File: src/rtl/fft_serializer.sv
// fft_serializer: parallel-to-serial output stage of the full-parallel FFT.
// Accepts one packed N = 2^NPOINT lane complex frame over a valid/busy
// handshake, then streams it out one sample per transfer, in natural or
// bit-reversed lane order, with sample index and last markers.
//
// Ports:
//   clk, rst_n              clock, asynchronous active-low reset
//   din_valid / din_busy    input frame handshake
//   din_real / din_imag     packed lanes, lane i at [i*WIDTH +: WIDTH]
//   dout_valid / dout_busy  output sample handshake
//   dout_real / dout_imag   current sample
//   dout_index              position k of the sample in the stream
//   dout_last               high with sample k = N-1

// One frame-buffer lane: captures a complex sample when load is high.
// Contents are don't-care after reset, so no reset is applied.
module fft_serializer_lane #(
    parameter int WIDTH = 16
) (
    input  logic             clk,
    input  logic             load,
    input  logic [WIDTH-1:0] d_real,
    input  logic [WIDTH-1:0] d_imag,
    output logic [WIDTH-1:0] q_real,
    output logic [WIDTH-1:0] q_imag
);
    always_ff @(posedge clk) begin
        if (load) begin
            q_real <= d_real;
            q_imag <= d_imag;
        end
    end
endmodule

module fft_serializer #(
    parameter int WIDTH  = 16,
    parameter int NPOINT = 3,
    parameter int BITREV = 0
) (
    input  logic                        clk,
    input  logic                        rst_n,
    input  logic                        din_valid,
    output logic                        din_busy,
    input  logic [WIDTH*(1<<NPOINT)-1:0] din_real,
    input  logic [WIDTH*(1<<NPOINT)-1:0] din_imag,
    output logic                        dout_valid,
    input  logic                        dout_busy,
    output logic [WIDTH-1:0]            dout_real,
    output logic [WIDTH-1:0]            dout_imag,
    output logic [NPOINT-1:0]           dout_index,
    output logic                        dout_last
);
    localparam int N = 1 << NPOINT;
    localparam logic [NPOINT-1:0] K_MAX = NPOINT'(N - 1);

    typedef enum logic {IDLE, SEND} state_t;
    state_t state, state_nxt;

    logic [N-1:0][WIDTH-1:0] fb_real, fb_imag;
    logic [NPOINT-1:0]       k, k_inc;
    logic                    in_xfer, out_xfer, k_last;

    // Stream position k maps to buffer lane k, or to k bit-reversed.
    function automatic logic [NPOINT-1:0] lane_of(input logic [NPOINT-1:0] idx);
        lane_of = idx;
        if (BITREV != 0)
            for (int b = 0; b < NPOINT; b++) lane_of[b] = idx[NPOINT-1-b];
    endfunction

    assign in_xfer  = (state == IDLE) && din_valid;
    assign out_xfer = (state == SEND) && !dout_busy;
    assign k_last   = (k == K_MAX);
    assign k_inc    = k + NPOINT'(1);

    genvar i;
    generate
        for (i = 0; i < N; i++) begin : g_lane
            fft_serializer_lane #(.WIDTH(WIDTH)) u_lane (
                .clk    (clk),
                .load   (in_xfer),
                .d_real (din_real[i*WIDTH +: WIDTH]),
                .d_imag (din_imag[i*WIDTH +: WIDTH]),
                .q_real (fb_real[i]),
                .q_imag (fb_imag[i])
            );
        end
    endgenerate

    always_ff @(posedge clk or negedge rst_n) begin
        if (!rst_n) state <= IDLE;
        else        state <= state_nxt;
    end

    always_comb begin
        state_nxt = state;
        case (state)
            IDLE:    if (in_xfer) state_nxt = SEND;
            SEND:    if (out_xfer && k_last) state_nxt = IDLE;
            default: state_nxt = IDLE;
        endcase
    end

    // Outputs are registered from the next state / next sample so that no
    // input reaches an output combinationally. Lane L(0) is lane 0 in both
    // orders, so the first sample comes straight from the input bus.
    always_ff @(posedge clk or negedge rst_n) begin
        if (!rst_n) begin
            k          <= '0;
            din_busy   <= 1'b0;
            dout_valid <= 1'b0;
            dout_real  <= '0;
            dout_imag  <= '0;
            dout_last  <= 1'b0;
        end else begin
            din_busy   <= (state_nxt == SEND);
            dout_valid <= (state_nxt == SEND);
            if (in_xfer) begin
                k         <= '0;
                dout_real <= din_real[WIDTH-1:0];
                dout_imag <= din_imag[WIDTH-1:0];
                dout_last <= 1'b0;
            end else if (out_xfer) begin
                if (!k_last) begin
                    k         <= k_inc;
                    dout_real <= fb_real[lane_of(k_inc)];
                    dout_imag <= fb_imag[lane_of(k_inc)];
                    dout_last <= (k_inc == K_MAX);
                end else begin
                    dout_last <= 1'b0;
                end
            end
        end
    end

    assign dout_index = k;
endmodule
File: config.mk
export PLATFORM = sky130hd
export DESIGN_NAME = fft_serializer
export DESIGN_NICKNAME = d
export VERILOG_FILES = /design/src/rtl/fft_serializer.sv
export SDC_FILE = /design/constraint.sdc
export NUM_CORES = 1
export LEC_CHECK = 0
export CAP_MARGIN = 30
export CORE_ASPECT_RATIO = 0.6
export CORE_MARGIN = 4
export CORE_UTILIZATION = 50
export CTS_BUF_LIST = sky130_fd_sc_hd__clkbuf_8
export CTS_CLUSTER_DIAMETER = 40
export DETAILED_ROUTE_END_ITERATION = 12
export PLACE_DENSITY = 0.82
export SYNTH_ARGS = -nofsm -noshare
export SYNTH_HDL_FRONTEND = slang
export SYNTH_SLANG_ARGS = --single-unit
File: constraint.sdc
create_clock -name clk -period 5 [get_ports clk]
set_clock_uncertainty 0.05 [all_clocks]
set_input_delay 0.5 -clock clk [delete_from_list [all_inputs] [get_ports clk]]
set_output_delay 0.5 -clock clk [all_outputs]
set_load 0.01 [all_outputs]
**After elaboration in Yosys (flattened, before gate mapping)**

Cells that the tools add are included.

- Bits of input ports: 260
- Register bits: 293
- Word-level logic and storage cells: 52

- Reduce and logical (&&, ||, !) cells: 6
- Equal/unequal tests: 3
- $lt $le $gt $ge: 1
- $add $sub $neg: 1
- Bitwise logic cells: 1
- Muxes and demuxes: 19

Operator list:

| cell | number |
|---|---|
| $mux W16 | 8 |
| $bmux W16 S3 | 2 |
| $mux W3 | 3 |
| $eq A3 B3 Y1 const B | 2 |
| $mux W1 | 5 |
| $lt A3 B4 Y1 const B | 1 |
| $add A3 B1 Y3 const B | 1 |
| $logic_and A1 B1 Y1 | 3 |
| $ne A2 B1 Y1 const B | 1 |
| $pmux W1 S2 | 1 |
| $reduce_and A2 Y1 | 1 |
| $reduce_bool A2 Y1 | 1 |
| $logic_not A1 Y1 | 1 |
| $not A1 Y1 | 1 |

**Logic depth before layout (Yosys ltp)**

Gate-level depths: netlist of run 1.

- Depth after elaboration: 6
- Gate-level depth with buffers: 9

**Modules after synthesis**

Synthesis of run 1 repeated with hierarchy kept, for this count alone.

- Cells, all modules: 584
- Area, all modules: 11,318.4 um^2

By module, submodules not included:

| module | sequential area each (um^2) | instances | cells each | area each (um^2) |
|---|---|---|---|---|
| fft_serializer_lane | 960.9 | 8 | 32 | 960.9 |
| fft_serializer | 925.9 | 1 | 328 | 3,631.0 |

**Worst setup path before layout of run 1**

No wires, ideal clock.

- Path kind: register -> register
- From: reg dout_valid (netlist name)
- To: reg g_lane[0].u_lane.q_imag[0] (enable)
- Library setup time: 0.508 ns
- Period minus slack after synthesis: 4.510 ns
- Stages on the path, launching flop included: 4
- Path buffers: 1
- Setup slack: 0.490 ns
- Arrival time: 3.952 ns
- Cell sequence: dfrtp_1 > nand2b_2 > inv_2 > buf_2

RTL lines:

| what | line | RTL |
|---|---|---|
| end signal, assigned | 30 | `q_imag <= d_imag;` |
| end, declared | 25 | `output logic [WIDTH-1:0] q_imag` |

**Final worst setup path of run 1**

- From: reg k[0], in the netlist dout_index[0]
- To: reg dout_real[14]

- Cells in the longest elaborated chain, start to end: 6
- Elaborated cells between the ends (all ways): 9
- Those cells by class: 1 x add/sub; 2 x eq/ne; 5 x mux; 1 x reduce/logical

Ends and longest elaborated chain:

| what | line | RTL |
|---|---|---|
| start, declared | 60 | `logic [NPOINT-1:0] k, k_inc;` |
| start signal, assigned | 124 | `k <= k_inc;` |
| $add A3 B1 Y3 | 73 | `assign k_inc = k + NPOINT'(1);` |
| $bmux W16 S3 | 125 | `dout_real <= fb_real[lane_of(k_inc)];` |
| $mux W16 (not written as such) | 125 |  |
| $mux W16 | 123 | `if (!k_last) begin` |
| $mux W16 | 122 | `end else if (out_xfer) begin` |
| $mux W16 | 117 | `if (in_xfer) begin` |
| end signal, assigned | 119 | `dout_real <= din_real[WIDTH-1:0];` |
| end signal, assigned | 125 |  |
| end, declared | 48 | `output logic [WIDTH-1:0] dout_real,` |

Parallel ways exist; a longest one is shown, timed or not. The select of a mux whose other input is x is not followed.
A chain may end at the register's enable or synchronous reset.

==> impl_metrics.tcl, run 1 <==
set metrics [dict create \
    die_h_um 125 \
    critPathKind "flop to flop" \
    synthFlopType "edfxtp_1" \
    first_pass_iters 5 \
    worst_pin_slew_ns 0.939 \
    postRouteAntennaNets 0 \
    ys_ff_latch 293 \
    r2r_slack_ns 1.80 \
    min_path_type "input pin to async pin" \
    rsz0062_at_grt "false" \
    vias 7209 \
    maxSlewViolCount 0 \
    cts_tree "done" \
    grt_pass1_vias 7481 \
    peakVddDrop_v 0.000336 \
    vias_per_cell 5.41 \
    ys_warn_count 0 \
    final_common_cell "clkdlybuf4s50_1" \
    fillCellCount 1506 \
    cap_violations 0 \
    reg2reg_depth 6 \
    port_buffers 297 \
    drt_iter0_markers 704 \
    synth_enable_flop_cells 256 \
    nets 1251 \
    dp_hpwl_mm 20.6 \
    synth_compound_area_share_pct 7.03 \
    hold_violations 0 \
    post_drt_wl_per_cell_um 22.2 \
    max_slew_margin_pct 37.4 \
    drive_above_1_share_pct 9.08 \
    htreeDepth 2 \
    syn_to_final_growth_pct 36.2 \
    min_period_ns 3.20 \
    syn_area_per_cell_um2 17.0 \
    synth_xor_area_share_pct 0 \
    synth_fa_ha_area_share_pct 0.328 \
    rows 42 \
    grt_max_degree 92 \
    cp.required_ns 5.39 \
    grt_pass1_wl_mm 43.7 \
    setup_viol 0 \
    final_cell_mix "296 x clkdlybuf4s50_1, 256 x edfxtp_1, 116 x mux2i_1, 64 x o22ai_1, 48 x clkbuf_8" \
    core_um2 22300 \
    holdBufCountCts 1 \
    setup_ws_ns 1.80 \
    fmax_ghz 0.312 \
    cts_buffer_depth 3 \
    globalRouteOverflowTotal 0 \
    gp_congestion 0.843 \
    root_buffer "clkbuf_8" \
    track_usage_pct 22.6 \
    async_flop_share_pct 12.6 \
    yosys.area_share.simple_pct 3.50 \
    period_share_pct 64.0 \
    dp_slack_ns 1.52 \
    die_w_um 203 \
    cp-start-kind "flop" \
    p_per_area_nw_per_um2 537 \
    post_cts_buffers 0 \
    status "finished clean" \
    end_kind "flop" \
    wirelength_mm 29.5 \
    cellLeakagePower_nw 5.59 \
    cts_resized 0 \
    clock_sinks 293 \
    tns_ns 0 \
    clk-insertion-delay-late_ns 0.56 \
    syn_area_um2 11400 \
    ys_seq_area_share_pct 75.4 \
    syn-num-nets 937 \
    start_util_pct 51.3 \
    yosysUniqueCellTypes 31 \
    ios 298 \
    dieArea_um2 25400 \
    worstPathArrival_ns 3.59 \
    drc 0 \
    antenna_found_initial 3 \
    muxShareOfSynthArea_pct 11.3 \
    synth_top_family_by_area "multiplexers" \
    syn_inst 674 \
    clk_pin_slew_ns 0.07 \
    critPathMaxFanout 32 \
    cts_buffers 44 \
]
==> registers in the layout, indices dropped and copies added, names as in the netlist <==
register and flops:
dout_last 1, dout_index 3, dout_imag 16, dout_real 16
g_lane.u_lane.q_real 128, g_lane.u_lane.q_imag 128, dout_valid 1
==> metrics by stage <==
step / cells / utilization [%] / total power [W] / area (um^2) / hold WS, ns
2_1_floorplan: 674 / - / 0.00542 / 11400 / 0.154
5_1_grt: 1332 / 69.8 / 0.00878 / 15600 / 0.392
4_1_cts: 1331 / 69.7 / 0.00840 / 15500 / 0.399
3_5_place_dp: 1248 / 65.8 / 0.00649 / 14700 / 0.470
3_3_place_gp: 1246 / 65.6 / 0.00641 / 14600 / 0.452
6_report: 1333 / 69.8 / 0.00836 / 15600 / 0.435
==> per-layer routing <==
layer  wire length [um]  share of wire (%)  track usage [%]
met5                 34               0.12                0
met4                385                1.3             5.35
met2              13600                 46             34.8
met3               3250                 11             8.00
met1              12200                 41             31.2
==> worst max-delay path: stages, from the launching register on <==
cell      delay (ns)
dfrtp_1         0.48
ha_1            0.25
ha_2            0.94
nand2b_2        0.86
o22ai_1         0.19
nor3_1          0.21
nor2_1          0.07
==> report_power, final <==
part	internal (W)	switching [W]	total (W)
Combinational	0.00143	0.00166	0.00309
Sequential	0.00316	0.000209	0.00337
Clock	0.000990	0.000909	0.00190
==> synthesized netlist by cell type, types with 7 or more instances <==
cell      number  area share, %
o22ai_1       64            3.5
edfxtp_1     256             67
o21ai_0       15           0.66
clkbuf_1       7           0.23
nor3_1        20           0.88
nand2_1        8           0.26
dfrtp_1       37            8.1
buf_2         18           0.79
o21ai_1       26            1.1
a22oi_2        8           0.88
nor2_1        42            1.4
mux2i_1      116             10
==> final timing paths <==
| path | start | endpoint |
|---|---|---|
| min in group clk | din_real[112] | g_lane[7].u_lane.q_real[0] |
| max | dout_index[0] | dout_real[14] |
| max reg2reg | dout_index[0] | dout_real[14] |
| min reg2reg | dout_imag[2] | dout_imag[2] |
| max in group asynchronous | rst_n | dout_imag[0] |
| min | rst_n | dout_imag[12] |
==> cell families after synthesis <==
family | count (synthesis)
flops | 293
simple gates | 82
compound gates | 126
buf+inv | 42
fa+ha+maj | 3
mux | 128
==> cell type report <==
cell class	count	area (um^2)	area share (%)
diodes	1	2.50	0.0161
flip-flops and latches	293	8610	55.4
clock inverters	34	195	1.25
inverters	3	18.8	0.121
multi-input cells	339	2550	16.4
well taps	308	385	2.48
clock buffers	48	661	4.25
repair buffers	307	3130	20.1
Note: power is estimated with default switching activity, not from simulation.
==> inputs of run 2 (changes only) <==
==> constraint.sdc (replaced) <==
create_clock -name clk -period 3 [get_ports clk]
set_clock_uncertainty 0.05 [all_clocks]
set_input_delay 0.3 -clock clk [delete_from_list [all_inputs] [get_ports clk]]
set_output_delay 0.3 -clock clk [all_outputs]
set_load 0.01 [all_outputs]
==> run 2 against run 1 <==
Compared with the run above: global-route usage is 0.74 points higher; highest routed layer unchanged; setup slack lost 1.3 ns; clock-buffer cell count shrank 4; die area unchanged; critical path depth rose by 1; critical endpoint is now dout_imag[10]; largest cell class unchanged; combinational power is 76% higher; maximum frequency is 27% higher; power is 69% higher.
==> impl_metrics.tcl, run 2 (synthesized netlist as in run 1, its figures left out) <==
set metrics [dict create \
    hold_violations 0 \
    p_per_area_nw_per_um2 903 \
    vias_per_cell 5.44 \
    clock_sinks 293 \
    worst_pin_slew_ns 0.602 \
    syn_to_final_growth_pct 37.0 \
    max_slew_margin_pct 59.9 \
    timing.hold.ws_ns 0.205 \
    min_period_ns 2.53 \
    design_area_um2 15700 \
    peakVddDrop_v 0.000460 \
    critPathMaxFanout 20 \
    cap_violations 0 \
    critPathKind "flop to flop" \
    holdBufCountCts 1 \
    dieArea_um2 25400 \
    reg_top3 "g_lane.u_lane.q_imag x128, g_lane.u_lane.q_real x128" \
    n_antenna_cell 0 \
    cts_tree "done" \
    port_buffers 297 \
    cellLeakagePower_nw 5.63 \
    cts_resized 0 \
    crit_chain "ha_1 -> ha_2 -> nand2b_2 -> buf_12 -> o22ai_1 -> nor3_1 -> nor2_1" \
    clk-insertion-delay-late_ns 0.55 \
    cts_buffers 43 \
    grt_max_degree 63 \
    setup_viol 0 \
    first_pass_iters 5 \
    wirelength_mm 30.4 \
    grt_pass1_wl_mm 45.1 \
    clk_pin_slew_ns 0.07 \
    start_util_pct 51.3 \
    htreeDepth 2 \
    final_cell_mix "296 x clkdlybuf4s50_1, 256 x edfxtp_1, 116 x mux2i_1, 64 x o22ai_1, 44 x clkbuf_8" \
    critical_path.max_stage_delay_ns 0.54 \
    fmax_ghz 0.396 \
    post_drt_wl_per_cell_um 22.6 \
    core_um2 22300 \
    period_share_pct 84.2 \
    die_w_um 203 \
    slowest_stage "ha_2" \
    vias 7318 \
    drt_iter0_markers 559 \
    final_common_cell "clkdlybuf4s50_1" \
    end_kind "flop" \
    track_usage_pct 23.3 \
    die_h_um 125 \
    globalRouteOverflowTotal 0 \
    dp_hpwl_mm 21.5 \
    post_cts_buffers 0 \
    placed_area_um2 14800 \
    rows 42 \
    drc 0 \
    grt_pass1_vias 7844 \
    antenna_found_initial 1 \
    min_path_type "input pin to async pin" \
    rsz0062_at_grt "false" \
    status "finished clean" \
    cp-start-kind "flop" \
    root_buffer "clkbuf_8" \
    worstPathArrival_ns 2.91 \
    postRouteAntennaNets 0 \
    gp_congestion 0.830 \
    total_power_w 0.0141 \
    cts_buffer_depth 3 \
    maxSlewViolCount 0 \
    drive_above_1_share_pct 10.4 \
    ios 298 \
    nets 1265 \
    cp.required_ns 3.38 \
    tns_ns 0 \
]
==> run 2: cell count changes in the layout (fill, tap and decap cells not counted), sizes merged <==
cell	delta
clkinvlp	-1
clkinv	+9
buf	+15
clkbuf	-4
diode	-1
inv	-6
==> run 2: routing by layer <==
layer  global-route usage (%)  share of wire, %  vias to the layer above
li1                         -                 -                     3299
met5                        0             0.026                        -
met2                     36.4                46                      384
met3                     7.17                10                       43
met1                     32.1                42                     3590
met4                     6.58               1.9                        2
==> run 2: worst max-delay path, delay by kind of cell, from the launching register on <==
| kind | cells | cell delay [ns] |
|---|---|---|
| flops | 1 | 0.47 |
| simple gates | 3 | 0.78 |
| compound gates | 1 | 0.09 |
| buf+inv | 1 | 0.23 |
| fa+ha+maj | 2 | 0.79 |
==> run 2: through the flow <==
step                instances  setup slack, ns  utilization (%)
finish                   1345            0.474             70.3
global route             1345            0.307             70.3
CTS                      1345            0.482             70.3
detailed placement       1264            0.492             66.6
global placement         1263            0.632             66.5
floorplan                 674            0.379                -
==> run 2: cell type report <==
class | instances | area, um^2
Clock buffer | 44 | 606
Clock inverter | 36 | 209
Fill cell | 1493 | 6620
Inverter | 3 | 18.8
Multi-Input combinational cell | 339 | 2550
Sequential cell | 293 | 8610
Tap cell | 308 | 385
Timing Repair Buffer | 322 | 3270
==> run 2: report_power, final <==
group | internal, W | switching (W)
sequential | 0.00527 | 0.000342
combinational | 0.00259 | 0.00287
clock | 0.00155 | 0.00152
==> run 2: path summary, 6_finish.rpt <==
path / from / end / slack, ns / depth (start not counted)
max in group asynchronous: rst_n / dout_imag[15] / 2.18 / 3
min in group clk: din_real[54] / g_lane[3].u_lane.q_real[6] / 0.25 / 1
min: rst_n / dout_real[6] / 0.21 / 2
max: dout_index[0] / dout_imag[10] / 0.47 / 7
max reg2reg: dout_index[0] / dout_imag[10] / 0.47 / 7
min reg2reg: dout_imag[15] / dout_imag[15] / 0.48 / 2
==> inputs of run 3 (changes only) <==
--- a/config.mk
+++ b/config.mk
@@ -8,11 +8,11 @@
 export CAP_MARGIN = 30
 export CORE_ASPECT_RATIO = 0.6
 export CORE_MARGIN = 4
-export CORE_UTILIZATION = 50
+export CORE_UTILIZATION = 46
 export CTS_BUF_LIST = sky130_fd_sc_hd__clkbuf_8
 export CTS_CLUSTER_DIAMETER = 40
 export DETAILED_ROUTE_END_ITERATION = 12
-export PLACE_DENSITY = 0.82
+export PLACE_DENSITY = 0.79
 export SYNTH_ARGS = -nofsm -noshare
 export SYNTH_HDL_FRONTEND = slang
 export SYNTH_SLANG_ARGS = --single-unit
==> constraint.sdc (replaced) <==
create_clock -name clk -period 2.2 [get_ports clk]
set_clock_uncertainty 0.05 [all_clocks]
set_input_delay 0.22 -clock clk [delete_from_list [all_inputs] [get_ports clk]]
set_output_delay 0.22 -clock clk [all_outputs]
set_load 0.01 [all_outputs]
==> run 3 against run 2 <==
Compared with the run above: global-route usage fell by 2.0 points; non-clock buffer count rose by 10; first-iteration DRC count rose by 3.0%; sequential power rose by 36%; final cell count rose by 2.2%; core utilization fell by 5.1 points; highest routed layer unchanged; clock-buffer cell count rose by 6; largest cell class unchanged; critical path depth fell by 1; power rose by 37%; wire length fell by 0.95%; final area rose by 1.2%.
==> impl_metrics.tcl, run 3 (synthesized netlist as in run 1, its figures left out) <==
set metrics [dict create \
    postRouteAntennaNets 0 \
    tns_ns 0 \
    cp-start-kind "flop" \
    timing.hold.ws_ns 0.0607 \
    cts_buffers 45 \
    cp_num_buf_inv 0 \
    final_common_cell "clkdlybuf4s50_1" \
    maxSlewViolCount 0 \
    post_layout_nonfiller_instances 1374 \
    critPathMaxFanout 12 \
    grt_pass1_vias 7839 \
    post_cts_buffers 0 \
    drive_above_1_share_pct 11.5 \
    critical_path.max_stage_delay_ns 0.57 \
    cp.required_ns 2.61 \
    start_util_pct 47.0 \
    post_drt_wl_per_cell_um 21.9 \
    first_pass_iters 5 \
    core_um2 24300 \
    peakVddDrop_v 0.000736 \
    p_per_area_nw_per_um2 1220 \
    htreeDepth 2 \
    fmax_ghz 0.477 \
    final_cell_mix "296 x clkdlybuf4s50_1, 256 x edfxtp_1, 115 x mux2i_1, 64 x o22ai_1, 50 x clkbuf_8" \
    cts_buffer_depth 3 \
    total_power_w 0.0194 \
    reg_top3 "g_lane.u_lane.q_imag x128, g_lane.u_lane.q_real x128" \
    wirelength_mm 30.1 \
    vias 7389 \
    globalRouteOverflowTotal 0 \
    worst_pin_slew_ns 0.652 \
    clk_pin_slew_ns 0.06 \
    drc 0 \
    min_path_type "input pin to async pin" \
    end_kind "flop" \
    vias_per_cell 5.38 \
    grt_max_degree 65 \
    die_h_um 130 \
    root_buffer "clkbuf_8" \
    period_share_pct 95.3 \
    fillCellCount 1745 \
    min_period_ns 2.10 \
    gp_congestion 0.827 \
    dieArea_um2 27500 \
    clk-insertion-delay-late_ns 0.54 \
    die_w_um 211 \
    setup_viol 0 \
    drt_iter0_markers 576 \
    hold_violations 0 \
    slowest_stage "or3b_1" \
    nets 1277 \
    status "finished clean" \
    max_slew_margin_pct 56.6 \
    dp_hpwl_mm 21.4 \
    worstPathArrival_ns 2.51 \
    crit_family "simple AND/OR/NAND/NOR gates" \
    cts_tree "done" \
    rows 44 \
    cellLeakagePower_nw 5.73 \
    final_core_util_pct 65.1 \
    cap_violations 0 \
    clock_sinks 293 \
    syn_to_final_growth_pct 38.7 \
    rsz0062_at_grt "false" \
    crit_chain "ha_1 -> ha_2 -> or3b_1 -> nor2_8 -> a22oi_1 -> o21ai_1" \
    track_usage_pct 21.3 \
    ios 298 \
    critPathKind "flop to flop" \
    grt_pass1_wl_mm 43.9 \
    dp_cells 1288 \
    port_buffers 297 \
    antenna_found_initial 4 \
]
-- run 3: cell types whose count changed in the layout (fill, tap and decap cells not counted), sizes merged --
cell and delta:
buf +10, diode +3, clkbuf +6, clkinvlp +2
clkinv -11, bufinv -1, inv +6
-- run 3: what timing repair did --
item | CTS | global route
hold endpoints to repair | 37 | 0
hold buffers | 1 | 0
setup endpoints to repair | 0 | 8
resized for setup | 0 | 6
-- run 3: metrics by stage --
step                      area (um^2)  worst slack, ns
after floorplan                 11400           0.0906
after global placement          15000            0.107
after detailed placement        15000           0.0329
after CTS                       15800           0.0314
after global routing            15800          0.00219
final                           15800            0.104
-- run 3: path summary, 6_finish.rpt --
check	from	to	slack, ns	cells after the start
worst max-delay path	dout_index[1]	dout_imag[1]	0.10	6
worst min-delay path	rst_n	dout_real[7]	0.06	2
worst max register to register	dout_index[1]	dout_imag[1]	0.10	6
worst min register to register	dout_real[10]	dout_real[10]	0.48	2
max in group asynchronous	rst_n	dout_real[15]	1.46	3
min in group clk	din_imag[80]	g_lane[5].u_lane.q_imag[0]	0.16	1
-- run 3: where the power goes --
group | internal (W) | switching, W
logic | 0.00360 | 0.00385
registers | 0.00718 | 0.000454
clock network | 0.00221 | 0.00206
total | 0.0130 | 0.00637
-- run 3: cell type report --
cell class / count / area, um^2 / share of cell area, %
clock buffer: 50 / 688 / 4.34
tap: 322 / 403 / 2.54
sequential: 293 / 8610 / 54.4
clock inverter: 32 / 164 / 1.03
multi-input combinational: 339 / 2570 / 16.2
antenna: 3 / 7.51 / 0.0474
timing repair buffer: 332 / 3390 / 21.4
inverter: 3 / 18.8 / 0.118
-- run 3: layer usage --
| metal | track usage, % | share of wire (%) | up-vias |
|---|---|---|---|
| li1 | - | - | 3341 |
| met1 | 29.1 | 43 | 3626 |
| met2 | 33.0 | 46 | 365 |
| met3 | 6.70 | 10 | 49 |
| met4 | 7.19 | 1.6 | 8 |
| met5 | 0 | 0.18 | - |
